==> config.mk <==
export PLATFORM = sky130hd
export DESIGN_NAME = seq_multiplier
export DESIGN_NICKNAME = d
export VERILOG_FILES = /design/src/rtl/seq_multiplier_pkg.sv /design/src/rtl/RippleCarryAdder.sv /design/src/rtl/mult_abs.sv /design/src/rtl/seq_multiplier.sv
export SDC_FILE = /design/constraint.sdc
export NUM_CORES = 1
export LEC_CHECK = 0
export ABC_CLOCK_PERIOD_IN_PS = 11650
export CAP_MARGIN = 20
export CELL_PAD_IN_SITES_DETAIL_PLACEMENT = 0
export CELL_PAD_IN_SITES_GLOBAL_PLACEMENT = 1
export CORE_ASPECT_RATIO = 1.25
export CORE_MARGIN = 4
export CORE_UTILIZATION = 39
export DETAILED_ROUTE_END_ITERATION = 8
export HOLD_SLACK_MARGIN = 0.02
export PLACE_DENSITY = 0.76
export SETUP_SLACK_MARGIN = 0.3
export SYNTH_ARGS = -nofsm -noshare
export SYNTH_HDL_FRONTEND = slang
export SYNTH_SLANG_ARGS = --single-unit
==> constraint.sdc <==
create_clock -name clk -period 11.65 [get_ports clk]
set_clock_uncertainty 0.1 [all_clocks]
set_input_delay 2.9125 -clock clk [delete_from_list [all_inputs] [get_ports clk]]
set_output_delay 2.9125 -clock clk [all_outputs]
set_load 0.005 [all_outputs]
==> src/rtl/seq_multiplier_pkg.sv <==
// Shared constants for the sequential multiplier.
//   WIDTH   : default operand width (product is 2*WIDTH)
//   ITERS   : number of shift-add iterations
//   state_t : control FSM state encoding (2 bits)
package seq_multiplier_pkg;

    localparam int WIDTH = 32;
    localparam int ITERS = WIDTH;

    typedef enum logic [1:0] {
        ST_IDLE = 2'd0,
        ST_CALC = 2'd1,
        ST_FIX  = 2'd2,
        ST_DONE = 2'd3
    } state_t;

endpackage

==> src/rtl/RippleCarryAdder.sv <==
// Plain ripple-carry adder used by the multiplier datapath.
//   a, b     : WIDTH-bit addends
//   carryin  : carry into bit 0
//   sum      : WIDTH-bit sum
//   carryout : carry out of the top bit
module RippleCarryAdder #(
    parameter int WIDTH = 32
) (
    input  logic [WIDTH-1:0] a,
    input  logic [WIDTH-1:0] b,
    input  logic             carryin,
    output logic [WIDTH-1:0] sum,
    output logic             carryout
);

    logic carry_s;

    // Bit-serial carry propagation from LSB to MSB.
    always_comb begin
        carry_s = carryin;
        sum     = {WIDTH{1'b0}};
        for (int i = 0; i < WIDTH; i++) begin
            sum[i]  = a[i] ^ b[i] ^ carry_s;
            carry_s = (a[i] & b[i]) | (carry_s & (a[i] ^ b[i]));
        end
        carryout = carry_s;
    end

endmodule

==> src/rtl/mult_abs.sv <==
// Conditional two's-complement negate, used to form operand magnitudes.
//   value     : WIDTH-bit input
//   negate    : 1 = output ~value+1, 0 = pass value through
//   magnitude : WIDTH-bit result (most negative value maps to itself,
//               which is its correct unsigned magnitude)
module mult_abs #(
    parameter int WIDTH = 32
) (
    input  logic [WIDTH-1:0] value,
    input  logic             negate,
    output logic [WIDTH-1:0] magnitude
);

    // Select between the input and its two's-complement negation.
    always_comb begin
        magnitude = value;
        if (negate) begin
            magnitude = ~value + {{(WIDTH-1){1'b0}}, 1'b1};
        end else begin
            magnitude = value;
        end
    end

endmodule

==> src/rtl/seq_multiplier.sv <==
// Multi-cycle radix-2 shift-add multiplier, WIDTH x WIDTH -> 2*WIDTH.
// Operands are converted to magnitudes at start, multiplied unsigned over
// ITERS iterations, and the sign is reapplied in a final FIX cycle.
//   clk       : system clock, rising edge
//   rst       : asynchronous active-high reset
//   start     : operation request, honoured only in IDLE
//   signed_op : 1 = two's-complement operands, 0 = unsigned
//   a, b      : multiplicand / multiplier, sampled with start
//   busy      : high while in CALC and FIX
//   done      : one-cycle pulse in DONE
//   product   : registered 2*WIDTH result, held until the next FIX
module seq_multiplier #(
    parameter int WIDTH = seq_multiplier_pkg::WIDTH,
    parameter int ITERS = WIDTH
) (
    input  logic                 clk,
    input  logic                 rst,
    input  logic                 start,
    input  logic                 signed_op,
    input  logic [WIDTH-1:0]     a,
    input  logic [WIDTH-1:0]     b,
    output logic                 busy,
    output logic                 done,
    output logic [2*WIDTH-1:0]   product
);

    import seq_multiplier_pkg::*;

    localparam int CNT_W = (ITERS > 1) ? $clog2(ITERS) : 1;
    localparam logic [CNT_W-1:0] CNT_LAST = CNT_W'(ITERS - 1);

    state_t               state_r;
    state_t               state_next_s;
    logic [CNT_W-1:0]     count_r;
    logic [2*WIDTH-1:0]   acc_r;
    logic [WIDTH-1:0]     mag_a_r;
    logic                 neg_r;
    logic [2*WIDTH-1:0]   product_r;
    logic                 busy_r;
    logic                 done_r;

    logic [WIDTH-1:0]     abs_a_s;
    logic [WIDTH-1:0]     abs_b_s;
    logic [WIDTH-1:0]     sum_s;
    logic                 cout_s;
    logic [WIDTH:0]       upper_s;
    logic                 busy_next_s;
    logic                 done_next_s;

    mult_abs #(.WIDTH(WIDTH)) u_abs_a (
        .value     (a),
        .negate    (signed_op & a[WIDTH-1]),
        .magnitude (abs_a_s)
    );

    mult_abs #(.WIDTH(WIDTH)) u_abs_b (
        .value     (b),
        .negate    (signed_op & b[WIDTH-1]),
        .magnitude (abs_b_s)
    );

    // The upper accumulator half plus the latched |a| is the only add per iteration.
    RippleCarryAdder #(.WIDTH(WIDTH)) u_adder (
        .a        (acc_r[2*WIDTH-1:WIDTH]),
        .b        (mag_a_r),
        .carryin  (1'b0),
        .sum      (sum_s),
        .carryout (cout_s)
    );

    // New upper 33 bits: add |a| only when the current multiplier LSB is set.
    always_comb begin
        upper_s = {1'b0, acc_r[2*WIDTH-1:WIDTH]};
        if (acc_r[0]) begin
            upper_s = {cout_s, sum_s};
        end else begin
            upper_s = {1'b0, acc_r[2*WIDTH-1:WIDTH]};
        end
    end

    // Next-state logic and the decoded values of the registered status outputs.
    always_comb begin
        state_next_s = state_r;
        case (state_r)
            ST_IDLE: begin
                if (start) begin
                    state_next_s = ST_CALC;
                end else begin
                    state_next_s = ST_IDLE;
                end
            end
            ST_CALC: begin
                if (count_r == CNT_LAST) begin
                    state_next_s = ST_FIX;
                end else begin
                    state_next_s = ST_CALC;
                end
            end
            ST_FIX:  state_next_s = ST_DONE;
            ST_DONE: state_next_s = ST_IDLE;
            default: state_next_s = ST_IDLE;
        endcase
        busy_next_s = (state_next_s == ST_CALC) || (state_next_s == ST_FIX);
        done_next_s = (state_next_s == ST_DONE);
    end

    // State register and registered status flags.
    always_ff @(posedge clk or posedge rst) begin
        if (rst) begin
            state_r <= ST_IDLE;
            busy_r  <= 1'b0;
            done_r  <= 1'b0;
        end else begin
            state_r <= state_next_s;
            busy_r  <= busy_next_s;
            done_r  <= done_next_s;
        end
    end

    // Datapath: operand latch, shift-add iterations and final sign fix-up.
    always_ff @(posedge clk or posedge rst) begin
        if (rst) begin
            count_r   <= {CNT_W{1'b0}};
            acc_r     <= {(2*WIDTH){1'b0}};
            mag_a_r   <= {WIDTH{1'b0}};
            neg_r     <= 1'b0;
            product_r <= {(2*WIDTH){1'b0}};
        end else begin
            case (state_r)
                ST_IDLE: begin
                    if (start) begin
                        mag_a_r <= abs_a_s;
                        neg_r   <= signed_op & (a[WIDTH-1] ^ b[WIDTH-1]);
                        acc_r   <= {{WIDTH{1'b0}}, abs_b_s};
                        count_r <= {CNT_W{1'b0}};
                    end
                end
                ST_CALC: begin
                    acc_r   <= {upper_s, acc_r[WIDTH-1:1]};
                    count_r <= count_r + {{(CNT_W-1){1'b0}}, 1'b1};
                end
                ST_FIX: begin
                    if (neg_r) begin
                        product_r <= ~acc_r + {{(2*WIDTH-1){1'b0}}, 1'b1};
                    end else begin
                        product_r <= acc_r;
                    end
                end
                default: begin
                end
            endcase
        end
    end

    assign busy    = busy_r;
    assign done    = done_r;
    assign product = product_r;

endmodule

# ---- Word-level counts from Yosys, hierarchy flattened
# Index checks and enable logic that the tools add are counted.
dict set report totals {
  ff_bits 170
  inputBits 68
  output_inout_bits 66
  word_cells 200
}
dict set report op_classes {
  add_sub_neg 4
  eq_ne 8
  n_mux 11
  bitwise 164
  reduce_logical 5
}
# cell count
set op_table {}
lappend op_table {{$mux 64} 2}
lappend op_table {{$pmux 64 s2} 1}
lappend op_table {{$and 1x1->1} 66}
lappend op_table {{$add 32x1->32 const B} 2}
lappend op_table {{$add 64x1->64 const B} 1}
lappend op_table {{$mux 32} 2}
lappend op_table {{$not 32->32} 2}
lappend op_table {{$not 64->64} 1}
lappend op_table {{$xor 1x1->1} 64}
lappend op_table {{$mux 33} 1}
lappend op_table {{$or 1x1->1} 31}
lappend op_table {{$pmux 5 s2} 1}
lappend op_table {{$eq 2x2->1 const B} 4}
lappend op_table {{$pmux 2 s4} 1}
lappend op_table {{$add 5x1->5 const B} 1}
lappend op_table {{$eq 5x5->1 const B} 1}
lappend op_table {{$mux 5} 1}
lappend op_table {{$eq 2x1->1 const B} 2}
lappend op_table {{$reduce_and 2->1} 2}
lappend op_table {{$logic_not 2->1} 1}
lappend op_table {{$mux 2} 1}
lappend op_table {{$ne 2x2->1 const B} 1}
lappend op_table {{$reduce_bool 2->1} 1}
lappend op_table {{$logic_or 1x1->1} 1}
lappend op_table {{$mux 1} 1}

# ---- Logic depth before layout (Yosys ltp)
dict set report depth {
  ltp_word 65
  ltp_mapped 38
  mapped_depth_nobuf 38
}

# ---- Modules after synthesis
# From an unflattened synthesis, not the netlist that was laid out.
dict set report hier_totals {
  cells_unflattened 1153
  hier_area_um2 10525.1
}
# mod n_inst cells_each area_each_um2 seq_area_each_um2
set by_module_without_submodules {}
lappend by_module_without_submodules {seq_multiplier 1 913 8293.0 4254.1}
lappend by_module_without_submodules {mult_abs 2 99 777.0 0.0}
lappend by_module_without_submodules {RippleCarryAdder 1 42 678.2 0.0}

# ---- Worst setup path before layout
# No wires, ideal clock.
dict set report synth_path {
  path_kind {register -> register}
  from {reg acc_r[32]}
  to {reg acc_r[62]}
  setup_time_ns 0.136
  arrival_time_ns 12.483
  required_ns 11.414
  slack_ns -1.068
  path_stages_with_launch 39
  n_path_buf 0
  synth_period_minus_slack_ns 12.718
  path_cell_list {dfrtp_1 ha_1 inv_1 fa_1 fa_1 fa_1 fa_1 fa_1 fa_1 fa_1 fa_1 fa_1 fa_1 fa_1 fa_1 fa_1 fa_1 fa_1 [... 3 more ...] fa_1 fa_1 fa_1 fa_1 fa_1 fa_1 fa_1 fa_1 fa_1 fa_1 fa_1 inv_1 fa_1 inv_1 fa_1 mux2i_1 nand2_1 o21ai_0}
}
dict set report synth_between {
  elab_chain_len 64
}
# element line
set synth_rtl {}
lappend synth_rtl {{start, declared} seq_multiplier.sv:35} ;# logic [2*WIDTH-1:0] acc_r;
lappend synth_rtl {{start signal, assigned} seq_multiplier.sv:124} ;# acc_r <= {(2*WIDTH){1'b0}};
lappend synth_rtl {{start signal, assigned} seq_multiplier.sv:134} ;# acc_r <= {{WIDTH{1'b0}}, abs_b_s};
lappend synth_rtl {{start signal, assigned} seq_multiplier.sv:139} ;# acc_r <= {upper_s, acc_r[WIDTH-1:1]};
lappend synth_rtl {{$and 1x1->1 (2 in series)} RippleCarryAdder.sv:24} ;# carry_s = (a[i] & b[i]) | (carry_s & (a[i] ^ b[i]));
lappend synth_rtl {{$or 1x1->1} RippleCarryAdder.sv:24}
lappend synth_rtl {{$and 1x1->1} RippleCarryAdder.sv:24}
lappend synth_rtl {{$or 1x1->1} RippleCarryAdder.sv:24}
lappend synth_rtl {{$and 1x1->1} RippleCarryAdder.sv:24}
lappend synth_rtl {{$or 1x1->1} RippleCarryAdder.sv:24}
lappend synth_rtl {{$and 1x1->1} RippleCarryAdder.sv:24}
lappend synth_rtl {{$or 1x1->1} RippleCarryAdder.sv:24}
lappend synth_rtl {{[... 47 more ...]} -}
lappend synth_rtl {{$or 1x1->1} RippleCarryAdder.sv:24}
lappend synth_rtl {{$and 1x1->1} RippleCarryAdder.sv:24}
lappend synth_rtl {{$or 1x1->1} RippleCarryAdder.sv:24}
lappend synth_rtl {{$and 1x1->1} RippleCarryAdder.sv:24}
lappend synth_rtl {{$or 1x1->1} RippleCarryAdder.sv:24}
lappend synth_rtl {{$xor 1x1->1} RippleCarryAdder.sv:23} ;# sum[i] = a[i] ^ b[i] ^ carry_s;
lappend synth_rtl {{$mux 33} seq_multiplier.sv:74} ;# if (acc_r[0]) begin
lappend synth_rtl {{$pmux 64 s2} seq_multiplier.sv:129} ;# case (state_r)
# No other way between the ends.
# A chain may end at the register's enable or synchronous reset.

# ---- Final worst setup path
# Same ends and word-level chain as after synthesis.

==> results by group <==
Outcome
  – Status: finished with violations
  – Failing checks: setup timing

Synthesis
  – Post-synthesis adder-cell area fraction: 0.0678
  – Compound-cell area share of the yosys netlist: 0.186
  – Synthesized area: 10500 um2
  – Simple-Gate Fraction of Synth Area: 0.178
  – Yosys cell types: 57
  – Largest family of logic cells by synthesized area: compound AO/OA/AOI/OAI gates
  – Post-Synth XOR/XNOR Area: 0.0897
  – Largest area contributor in the netlist: dfrtp_1
  – Async set or reset register ratio after synthesis: 1.00
  – Sequential fraction of the synthesis area: 0.407
  – Syn_area_per_cell: 8.70 um2
  – Leading post-synthesis cells by cell area: dfrtp_1 41%, o21ai_0 9.7%, nand2_1 6.4%, fa_1 5.9%, xnor2_1 4.9%
  – Top cell type's share of synthesized area: 0.407
  – Mapped Cells: 1201
  – Mux cell area share after synthesis: 0.0182
  – Main flop type after synthesis: dfrtp_1
  – Top cells by count, synth: 202 x o21ai_0, 177 x nand2_1, 170 x dfrtp_1
  – FF+latch count, synth: 170
  – Top-count cell post-synth: o21ai_0
  – Yosys warnings: 0
  – Post-synth EDFFs: 0
  – Synth Net Count: 1307

Cells and area
  – Finished Cell Area: 12700 um2
  – # fillers: 2616
  – Area Growth Syn to Fin: 21.6%
  – N_diodes: 0
  – Layout net count: 1400
  – Layout cell share with drive strength beyond 1: 0.0788
  – Non-filler cells, final: 1647

Drt
  – Via count: 8797
  – Final ANT Viol Nets: 0
  – Wirelength per Cell: 17.6 um
  – DRC viols: 0
  – DRT iter0 DRCs: 627
  – Via density: 5.34
  – Post-Route WL: 29000 um
  – Initial DRT Pass Iterations: 5

CTS
  – CTS tree: built
  – Root buf cell: clkbuf_16
  – Setup Buffers After CTS: 0
  – Clk sink count: 170
  – Reg clk slew, reported paths: 70 ps
  – H-tree levels: 4
  – CTS Buffer Depth: 2
  – Cts bufs inserted: 17
  – Worst skew pair latency: 440 ps

Pwr
  – P_leak: 4.99 nW
  – Worst vdd ir: 0.0977 mV
  – Power density cells: 243 nW/um2
  – Sw Share: 0.440
  – Clk network pwr share: 0.182
  – Switching Power: 1.36 mW
  – Comb pwr share: 0.477
  – Sequential power share: 0.341
  – Internal power: 1.73 mW

Min path
  – Hold depth: 2
  – Worst Hold Class: reg -> reg
  – Hold path startpoint: product[27]$_DFFE_PP0P_
  – Hold path endpoint: product[27]$_DFFE_PP0P_

Setup path
  – Startpoint Class: flip-flop
  – Endpoint type of the worst setup path: flip-flop
  – Kind of critical path: reg -> reg
  – WP data arrival: 12030 ps
  – R2R depth: 38
  – Slowest cell on crit path: fa_1
  – CP required: 11910 ps
  – Worst-path fanout max: 2
  – Worst R2R Start: acc_r[32]$_DFFE_PP0P_
  – CP max stage delay: 430 ps
  – R2r endpoint: acc_r[62]$_DFFE_PP0P_
  – Reg-to-reg setup timing slack: -120 ps
  – Worst path most repeated cell: fa_2

Placed design
  – RePlAce Congestion: 0.845
  – I/O Buffers: 133
  – Placed cell count: 1614
  – Dpl hpwl: 21500 um
  – Post-placement cell area: 12100 um2

STA
  – Setup violators final: 2
  – Fin worst setup slack: -117 ps
  – Setup TNS: -134 ps
  – Fin. Hold Viols: 0
  – Final-report max-slew violation count: 0
  – Worst-Margin Slew: 995 ps
  – Max_slew headroom: 0.334
  – Tcrit/Tclk final: 1.01
  – Post-layout min period: 11770 ps
  – Fmax: 0.0850 GHz
  – RSZ-0062 raised after global routing: yes

Die
  – # IOs: 134
  – Floorplan row count: 66
  – Die Y: 191 um
  – Starting Density: 0.398
  – Core area: 26300 um2
  – Die span in x: 154 um
  – Die area: 29500 um2

Global routing
  – Largest net degree at the start of global routing: 106
  – GRT Overall Usage: 0.200
  – Global route overflow: 0
  – First-pass GRT wire length: 47300 um
  – Met3 capacity usage during global routing: 0.0258
  – GR met2 Demand/Resource: 0.347
  – GRT met1 Usage: 0.260
  – Busiest grt layer: met2
  – Initial antenna violation count: 0
  – Vias in the first global route: 8659

Flow run
  – Max-Cap Viols: 0
==> power by group through the flow <==
stage | Clock (mW) | Combinational (mW) | Sequential, mW
finish | 0.562 | 1.47 | 1.05
global route | 0.596 | 1.68 | 1.08
CTS | 0.575 | 1.49 | 1.05
detailed placement | 0 | 1.48 | 1.06
global placement | 0 | 1.45 | 1.06
floorplan | 0 | 1.09 | 0.957
==> registers in the layout, summed over array words and instances, names as in the netlist <==
name,count
mag_a_r,32
busy,1
product,64
state_r,2
acc_r,64
done,1
count_r,5
neg_r,1
==> cells by family (layout without fill, tap and decap cells) <==
| group | Yosys count | count (layout) |
|---|---|---|
| simple gates | 388 | 388 |
| compound gates | 332 | 332 |
| flops | 170 | 170 |
| buf+inv | 147 | 253 |
| xor+xnor | 107 | 107 |
| fa+ha+maj | 38 | 38 |
| mux | 19 | 19 |
==> worst max-delay path, delay by kind of cell (launching register included) <==
| family | cells | cell delay (ps) |
|---|---|---|
| adder cells (fa/ha/maj) | 32 | 10810 |
| AO/OA/AOI/OAI | 1 | 90 |
| buffers and inverters | 3 | 140 |
| multiplexers | 1 | 140 |
| AND/OR/NAND/NOR | 1 | 70 |
| flip-flops | 1 | 350 |
==> per-stage QoR <==
step           utilization  hold slack (ps)  setup slack [ps]  power [mW]
6_report             0.484              376              -117        3.09
5_1_grt              0.484              404              -375        3.36
4_1_cts              0.483              384              -137        3.12
3_5_place_dp         0.461              367              -117        2.55
3_3_place_gp         0.461              362             -59.0        2.51
2_1_floorplan            -              349              75.1        2.05
==> worst max path at each step <==
stage	slack [ps]	cells past startpoint	endpoint	startpoint
2_1_floorplan	80	38	acc_r[62]$_DFFE_PP0P_	acc_r[32]$_DFFE_PP0P_
3_3_place_gp	-60	38	acc_r[62]$_DFFE_PP0P_	acc_r[32]$_DFFE_PP0P_
3_5_place_dp	-120	38	acc_r[62]$_DFFE_PP0P_	mag_a_r[0]$_DFFE_PP0P_
4_1_cts	-140	38	acc_r[62]$_DFFE_PP0P_	mag_a_r[0]$_DFFE_PP0P_
5_1_grt	-380	38	acc_r[62]$_DFFE_PP0P_	mag_a_r[0]$_DFFE_PP0P_
6_report	-120	38	acc_r[62]$_DFFE_PP0P_	acc_r[32]$_DFFE_PP0P_
==> routing by layer <==
| layer | vias to the layer above | wire length, um |
|---|---|---|
| met4 | 0 | 757 |
| met5 | - | 0 |
| met2 | 193 | 14600 |
| met1 | 4216 | 12800 |
| li1 | 4349 | - |
| met3 | 39 | 883 |
==> cell usage in the layout (no fill, tap or decap), drive strengths merged, types with 22 or more instances in the layout <==
cell	instances
nor4	22
inv	82
o31ai	28
xnor2	58
nor2	58
clkdlybuf4s50	133
nor3	27
nand3	44
nand2	177
dfrtp	170
fa	31
xor2	49
a21oi	34
o21ai	211
==> final cells by class <==
type,count,area [um2],share of cell area
multi-input cells,884,5730,0.451
flip-flops and latches,170,4250,0.335
repair buffers,145,1430,0.113
clock buffers,19,443,0.0348
well taps,340,425,0.0335
inverters,76,290,0.0228
clock inverters,13,133,0.0104
==> timing repair <==
item,CTS,global route
pin swaps,1,0
setup endpoints to repair,3,4
gates resized for setup,3,0
hold buffers,0,0
Note: power is estimated with default switching activity, not from simulation.
